**src/rtl/dmem_store_buffer_pkg.sv**
```systemverilog
// Shared types for the data-memory store buffer: word width, buffer entry, RAM port op.
// No logic. Included by every file of the block.
package dmem_store_buffer_pkg;

  localparam int WORD_WIDTH = 32;

  typedef struct packed {
    logic [WORD_WIDTH-1:0] addr;
    logic [WORD_WIDTH-1:0] data;
  } sb_entry_t;

  typedef enum logic [1:0] {
    MEM_IDLE,
    MEM_LOAD,
    MEM_DRAIN
  } mem_op_e;

endpackage

```
**src/rtl/dmem_store_buffer_if.sv**
```systemverilog
// CPU load/store port plus backing-RAM port of the store buffer.
// slave = store buffer view, master = CPU/RAM environment view.
interface dmem_store_buffer_if
  import dmem_store_buffer_pkg::*;
#(
  parameter int W = WORD_WIDTH
) ();

  logic         load_en;
  logic [W-1:0] l_addr;
  logic [W-1:0] l_data;
  logic         store_en;
  logic [W-1:0] s_addr;
  logic [W-1:0] s_data;
  logic         stall;
  logic         idle;
  logic         mem_en;
  logic         mem_we;
  logic [W-1:0] mem_addr;
  logic [W-1:0] mem_wdata;
  logic [W-1:0] mem_rdata;

  modport slave (
    input  load_en, l_addr, store_en, s_addr, s_data, mem_rdata,
    output l_data, stall, idle, mem_en, mem_we, mem_addr, mem_wdata
  );

  modport master (
    output load_en, l_addr, store_en, s_addr, s_data, mem_rdata,
    input  l_data, stall, idle, mem_en, mem_we, mem_addr, mem_wdata
  );

endinterface

```
**src/rtl/dmem_store_buffer_sb_fifo.sv**
```systemverilog
// In-order store-buffer FIFO; all entries exposed for forwarding. Push/pop take effect at the edge.
// No internal backpressure: caller must not push when full nor pop when empty.
module sb_fifo
  import dmem_store_buffer_pkg::*;
#(
  parameter  int W     = WORD_WIDTH,
  parameter  int DEPTH = 4,
  localparam int AW    = $clog2(DEPTH),
  localparam int CW    = $clog2(DEPTH + 1)
) (
  input  logic          clk,
  input  logic          rst,
  input  logic          push,
  input  logic [W-1:0]  push_addr,
  input  logic [W-1:0]  push_data,
  input  logic          pop,
  output logic [W-1:0]  head_addr,
  output logic [W-1:0]  head_data,
  output logic [W-1:0]  ent_addr [DEPTH],
  output logic [W-1:0]  ent_data [DEPTH],
  output logic [AW-1:0] head,
  output logic [CW-1:0] count,
  output logic          full,
  output logic          empty
);

  logic [W-1:0]  addr_q [DEPTH];
  logic [W-1:0]  data_q [DEPTH];
  logic [AW-1:0] tail;

  // Storage is not reset; count alone defines which slots are valid.
  always_ff @(posedge clk) begin
    if (push) begin
      addr_q[tail] <= push_addr;
      data_q[tail] <= push_data;
    end
  end

  always_ff @(posedge clk) begin
    if (rst) begin
      head  <= '0;
      tail  <= '0;
      count <= '0;
    end else begin
      if (push) tail <= tail + AW'(1);
      if (pop)  head <= head + AW'(1);
      case ({push, pop})
        2'b10:   count <= count + CW'(1);
        2'b01:   count <= count - CW'(1);
        default: count <= count;
      endcase
    end
  end

  assign full      = (count == CW'(DEPTH));
  assign empty     = (count == '0);
  assign head_addr = addr_q[head];
  assign head_data = data_q[head];
  assign ent_addr  = addr_q;
  assign ent_data  = data_q;

endmodule

```
**src/rtl/dmem_store_buffer.sv**
```systemverilog
// Store buffer between CPU data port and single-port RAM; loads win the RAM port, stores drain when idle.
// Load latency 1 cycle with youngest-store forwarding; stall when the buffer is full.
module dmem_store_buffer
  import dmem_store_buffer_pkg::*;
#(
  parameter int W     = WORD_WIDTH,
  parameter int DEPTH = 4
) (
  input logic                 clk,
  input logic                 rst,
  dmem_store_buffer_if.slave  bus
);

  localparam int AW = $clog2(DEPTH);
  localparam int CW = $clog2(DEPTH + 1);

  logic [W-1:0]  head_addr;
  logic [W-1:0]  head_data;
  logic [W-1:0]  ent_addr [DEPTH];
  logic [W-1:0]  ent_data [DEPTH];
  logic [AW-1:0] head;
  logic [CW-1:0] count;
  logic          full;
  logic          empty;
  logic          push;
  mem_op_e       op;

  logic          fwd_hit;
  logic [W-1:0]  fwd_data;
  logic [AW-1:0] idx;
  logic          load_pend_q;
  logic          fwd_hit_q;
  logic [W-1:0]  fwd_data_q;
  logic [W-1:0]  l_hold_q;
  logic [W-1:0]  l_result;

  assign push = bus.store_en && !full;

  sb_fifo #(
    .W     (W),
    .DEPTH (DEPTH)
  ) u_fifo (
    .clk       (clk),
    .rst       (rst),
    .push      (push),
    .push_addr (bus.s_addr),
    .push_data (bus.s_data),
    .pop       (op == MEM_DRAIN),
    .head_addr (head_addr),
    .head_data (head_data),
    .ent_addr  (ent_addr),
    .ent_data  (ent_data),
    .head      (head),
    .count     (count),
    .full      (full),
    .empty     (empty)
  );

  always_comb begin
    op = MEM_IDLE;
    if (!rst) begin
      if (bus.load_en && !full) op = MEM_LOAD;
      else if (!empty)          op = MEM_DRAIN;
    end
  end

  always_comb begin
    bus.mem_en    = 1'b0;
    bus.mem_we    = 1'b0;
    bus.mem_addr  = '0;
    bus.mem_wdata = '0;
    case (op)
      MEM_LOAD: begin
        bus.mem_en   = 1'b1;
        bus.mem_addr = bus.l_addr;
      end
      MEM_DRAIN: begin
        bus.mem_en    = 1'b1;
        bus.mem_we    = 1'b1;
        bus.mem_addr  = head_addr;
        bus.mem_wdata = head_data;
      end
      default: ;
    endcase
  end

  // Walk oldest to youngest so the last match seen is the youngest store.
  always_comb begin
    fwd_hit  = 1'b0;
    fwd_data = '0;
    idx      = '0;
    for (int i = 0; i < DEPTH; i++) begin
      idx = head + AW'(i);
      if ((CW'(i) < count) && (ent_addr[idx] == bus.l_addr)) begin
        fwd_hit  = 1'b1;
        fwd_data = ent_data[idx];
      end
    end
  end

  always_ff @(posedge clk) begin
    if (rst) begin
      load_pend_q <= 1'b0;
      fwd_hit_q   <= 1'b0;
      fwd_data_q  <= '0;
      l_hold_q    <= '0;
    end else begin
      load_pend_q <= (op == MEM_LOAD);
      if (op == MEM_LOAD) begin
        fwd_hit_q  <= fwd_hit;
        fwd_data_q <= fwd_data;
      end
      if (load_pend_q) l_hold_q <= l_result;
    end
  end

  // RAM data is only valid the cycle after the read, so the result is captured to hold it.
  assign l_result   = fwd_hit_q ? fwd_data_q : bus.mem_rdata;
  assign bus.l_data = load_pend_q ? l_result : l_hold_q;
  assign bus.stall  = full;
  assign bus.idle   = empty && (op != MEM_DRAIN);

endmodule

```
**src/flat_wrapper.sv**
```systemverilog
// flat-port wrapper written by rule: the top's interface ports become plain ports
module dmem_store_buffer_flat import dmem_store_buffer_pkg::*;
#(
  parameter int W     = WORD_WIDTH,
  parameter int DEPTH = 4
)
  (clk, rst, bus_load_en, bus_l_addr, bus_store_en, bus_s_addr, bus_s_data, bus_mem_rdata, bus_l_data, bus_stall, bus_idle, bus_mem_en, bus_mem_we, bus_mem_addr, bus_mem_wdata);
  dmem_store_buffer_if #(.W(W)) bus_i ();
  input logic clk;
  input logic rst;
  input wire logic [$bits(bus_i.load_en)-1:0] bus_load_en;
  input wire logic [$bits(bus_i.l_addr)-1:0] bus_l_addr;
  input wire logic [$bits(bus_i.store_en)-1:0] bus_store_en;
  input wire logic [$bits(bus_i.s_addr)-1:0] bus_s_addr;
  input wire logic [$bits(bus_i.s_data)-1:0] bus_s_data;
  input wire logic [$bits(bus_i.mem_rdata)-1:0] bus_mem_rdata;
  output wire logic [$bits(bus_i.l_data)-1:0] bus_l_data;
  output wire logic [$bits(bus_i.stall)-1:0] bus_stall;
  output wire logic [$bits(bus_i.idle)-1:0] bus_idle;
  output wire logic [$bits(bus_i.mem_en)-1:0] bus_mem_en;
  output wire logic [$bits(bus_i.mem_we)-1:0] bus_mem_we;
  output wire logic [$bits(bus_i.mem_addr)-1:0] bus_mem_addr;
  output wire logic [$bits(bus_i.mem_wdata)-1:0] bus_mem_wdata;
  assign bus_i.load_en = bus_load_en;
  assign bus_i.l_addr = bus_l_addr;
  assign bus_i.store_en = bus_store_en;
  assign bus_i.s_addr = bus_s_addr;
  assign bus_i.s_data = bus_s_data;
  assign bus_i.mem_rdata = bus_mem_rdata;
  assign bus_l_data = bus_i.l_data;
  assign bus_stall = bus_i.stall;
  assign bus_idle = bus_i.idle;
  assign bus_mem_en = bus_i.mem_en;
  assign bus_mem_we = bus_i.mem_we;
  assign bus_mem_addr = bus_i.mem_addr;
  assign bus_mem_wdata = bus_i.mem_wdata;
  dmem_store_buffer #(.W(W), .DEPTH(DEPTH)) u_core (.clk(clk), .rst(rst), .bus(bus_i));
endmodule
```
**config.mk**
```make
export PLATFORM = sky130hd
export DESIGN_NAME = dmem_store_buffer_flat
export DESIGN_NICKNAME = d
export VERILOG_FILES = /design/src/rtl/dmem_store_buffer_pkg.sv /design/src/rtl/dmem_store_buffer_if.sv /design/src/rtl/dmem_store_buffer_sb_fifo.sv /design/src/rtl/dmem_store_buffer.sv /design/src/flat_wrapper.sv
export SDC_FILE = /design/constraint.sdc
export NUM_CORES = 1
export LEC_CHECK = 0
export CAP_MARGIN = 20
export CORE_ASPECT_RATIO = 1.2
export CORE_MARGIN = 5
export CORE_UTILIZATION = 57
export CTS_CLUSTER_SIZE = 16
export DETAILED_ROUTE_END_ITERATION = 10
export PLACE_DENSITY = 0.86
export SLEW_MARGIN = 10
export SYNTH_ARGS = -nofsm -noshare
export SYNTH_HDL_FRONTEND = slang
export SYNTH_SLANG_ARGS = --single-unit
export TNS_END_PERCENT = 100
```
**constraint.sdc**
```tcl
create_clock -name clk -period 3.8 [get_ports clk]
set_input_delay 1.14 -clock clk [delete_from_list [all_inputs] [get_ports clk]]
set_output_delay 1.14 -clock clk [all_outputs]
set_load 0.05 [all_outputs]
```
==> impl_metrics.py <==
metrics = {
    "status": {
        "status": "finished clean",
    },
    "hold_path": {
        "whs_path_depth": 2,
        "hp-class": "flop to flop",
    },
    "power": {
        "p_total_uw": 11600,
        "p_per_area_nw_per_um2": 444,
        "power.leakage_uw": 0.00869,
        "power.ir.vdd_worst_uv": 396,
    },
    "die": {
        "rows": 75,
        "fp.dieArea_sq_um": 39100,
        "chipWidth_um": 181,
        "ioPinCount": 232,
        "die_height_um": 216,
        "start_util_pct": 57.6,
        "coreArea_sq_um": 34900,
    },
    "setup_path": {
        "required_ns": 2.66,
        "end_kind": "primary output",
        "start_kind": "flop",
        "path_class": "flop to primary output",
        "reg2reg_depth": 12,
        "crit_arrival_ns": 2.59,
        "crit_fanout": 8,
    },
    "clocking": {
        "cts_root_buffer": "clkbuf_16",
        "cts_hold_buf": 0,
        "clk-insertion-delay-late_ns": 0.55,
        "cts.sinks": 329,
        "cts.clk_slew.worst_paths_ns": 0.06,
        "numCtsBuffers": 36,
        "htreeDepth": 2,
        "cts_tree": "built",
        "clk_path_buf_depth": 3,
    },
    "global_routing": {
        "grtUsageTotal_pct": 29.5,
        "grt_pass1_vias": 15500,
        "antenna_found_initial": 2,
        "grt_overflow_total": 0,
        "grt_pass1_wl_um": 91200,
        "grt_max_degree": 128,
    },
    "final_layout": {
        "final_cells": 2312,
        "multi_input_area_sq_um": 10300,
        "post-route-cell-area_sq_um": 26000,
        "nNetsFinal": 1962,
        "layout.filler_cells": 2111,
        "ff_latch_area_sq_um": 9160,
        "drive_gt1_share_pct": 29.7,
        "area_growth_syn_to_layout_pct": 29.6,
    },
    "sta": {
        "relSlewSlack_pct": 53.4,
        "hold_viol": 0,
        "period_minus_slack_ns": 3.73,
        "slew_violations": 0,
        "rsz0062_at_grt": "true",
        "tightestPinTransition_ns": 0.699,
        "post-route-period-util_pct": 98.2,
        "fmax_ghz": 0.268,
        "fin_ws_ns": 0.0685,
        "finClkSkew_ns": 0.0296,
        "setup_violations": 0,
    },
    "routing": {
        "antenna_left": 0,
        "wl_um": 61200,
        "vias": 15600,
        "vias_per_cell": 6.75,
        "drt-initial-drc-count": 2042,
        "drcViolationCount": 0,
        "dr.pass1.iters": 6,
        "wl_per_cell_um": 26.5,
    },
    "synth": {
        "synth_cell_types": 65,
        "synth_area_sq_um": 20100,
        "synthFlopType": "edfxtp_1",
        "yosys.area.top_type": "edfxtp_1",
        "synth_top_area_share_pct": 38.2,
        "synth_edf_count": 256,
        "ys.warnings.count": 0,
        "ys_seq_area_share_pct": 45.5,
        "syn_inst": 1569,
        "synthesis.nets": 1711,
        "ys_async_sr_fraction_pct": 0,
        "ys_top_cells_by_area": "edfxtp_1 38%, mux4_2 16%, dfxtp_1 7.3%, mux2i_1 6.1%, xnor2_1 4.3%",
        "ys_ff_latch": 329,
        "avgSynthCellArea_sq_um": 12.8,
    },
    "placement": {
        "place.port_buffers": 231,
        "numPlacedInstances": 2236,
        "placed_area_sq_um": 24400,
        "routabilityCongestion": 0.961,
        "hpwlAfterDp_um": 41200,
        "place_ws_ns": -0.234,
    },
    "run": {
        "drv_cap": 0,
    },
}
## report_power, final
group          total (uW)  leakage (uW)  switching [uW]  internal [uW]
registers            4260       0.00295             150           4110
clock network        3600      0.000589            1470           2130
logic                3710       0.00515            1960           1750
## per-layer routing
| layer | part of all wire [%] | up-vias | track usage (%) |
|---|---|---|---|
| li1 | - | 6633 | - |
| met5 | 0.021 | - | 0 |
| met1 | 35 | 7703 | 36.7 |
| met3 | 9.3 | 223 | 5.25 |
| met4 | 5.4 | 2 | 11.2 |
| met2 | 50 | 1042 | 51.7 |
## area by class of cell
type,count,share of cell area [%]
antenna,2,0.0192
clock buffer,40,3.60
clock inverter,26,1.07
inverter,17,0.264
multi-input combinational,1074,39.7
sequential,329,35.2
tap,462,2.22
timing repair buffer,362,18.0
## state kept, by name (all words and copies together) (netlist names)
name,cells
u_core.u_fifo.ent_data,128
u_core.u_fifo.tail,2
u_core.load_pend_q,1
u_core.u_fifo.head,2
u_core.u_fifo.ent_addr,128
u_core.u_fifo.count,3
u_core.l_hold_q,32
u_core.fwd_hit_q,1
u_core.fwd_data_q,32
## cells in the final DEF (no fill, tap or decap), drive strengths merged, types with 50 or more instances in the layout
| master | netlist | routed |
|---|---|---|
| buf | 55 | 226 |
| edfxtp | 256 | 256 |
| mux2 | 50 | 50 |
| and2 | 68 | 68 |
| dfxtp | 73 | 73 |
| mux4 | 150 | 150 |
| nor2 | 118 | 118 |
| clkdlybuf4s50 | 0 | 130 |
| mux2i | 123 | 123 |
| nand2 | 61 | 61 |
| a21oi | 74 | 74 |
| o21ai | 82 | 82 |
| xnor2 | 99 | 99 |
## per-stage QoR
step	util (%)	setup TNS, ns	hold WS, ns
CTS	73.6	-0.704	0.454
global route	74.6	-0.0247	0.479
floorplan	-	-0.625	0.425
finish	74.6	0	0.452
detailed placement	69.9	-8.91	0.446
global placement	69.9	-5.17	0.436
## final timing paths
kind | from | end | slack [ns]
setup reg to reg | u_core.u_fifo.head[0] | u_core.fwd_data_q[6] | 0.13
hold reg to reg | u_core.fwd_data_q[14] | u_core.fwd_data_q[14] | 0.45
hold / removal | u_core.fwd_data_q[14] | u_core.fwd_data_q[14] | 0.45
setup / recovery | u_core.u_fifo.count[0] | bus_mem_addr[23] | 0.07
## worst max-delay path: stages (launching register included)
cell and delay [ns]:
dfxtp_2 0.35, inv_1 0.12, ha_2 0.24, ha_4 0.17
nand2_1 0.05, a221o_1 0.38, buf_4 0.23, o21ai_4 0.21
buf_4 0.15, buf_12 0.13
## cell usage after synthesis, types with 13 or more instances
cell type  instances
inv_1             15
o21ai_1           20
buf_6             13
nor2_1           118
a221oi_1          23
buf_2             21
a21oi_1           74
a22o_1            25
clkbuf_1          94
xor2_1            18
mux2i_1          123
o21ai_0           52
mux4_2           140
nor2b_1           36
dfxtp_1           73
and2_1            68
nand2_1           61
nand4_1           17
o41ai_1           31
mux2_2            50
xnor2_1           99
edfxtp_1         256
## logic make-up after synthesis
kind of cell | Yosys count | share of synthesized area [%]
mux | 323 | 25.9
xor+xnor | 117 | 5.10
compound gates | 295 | 10.6
fa+ha+maj | 10 | 0.622
buf+inv | 166 | 4.23
simple gates | 329 | 8.07
flops | 329 | 45.5
## what timing repair did
item	4_1_cts	5_1_grt
pin swaps	0	2
resized for setup	17	33
setup endpoints to repair	57	70
gates cloned	0	6
setup buffers	0	2
hold endpoints to repair	0	0
Power figures use the tool's default switching activity.
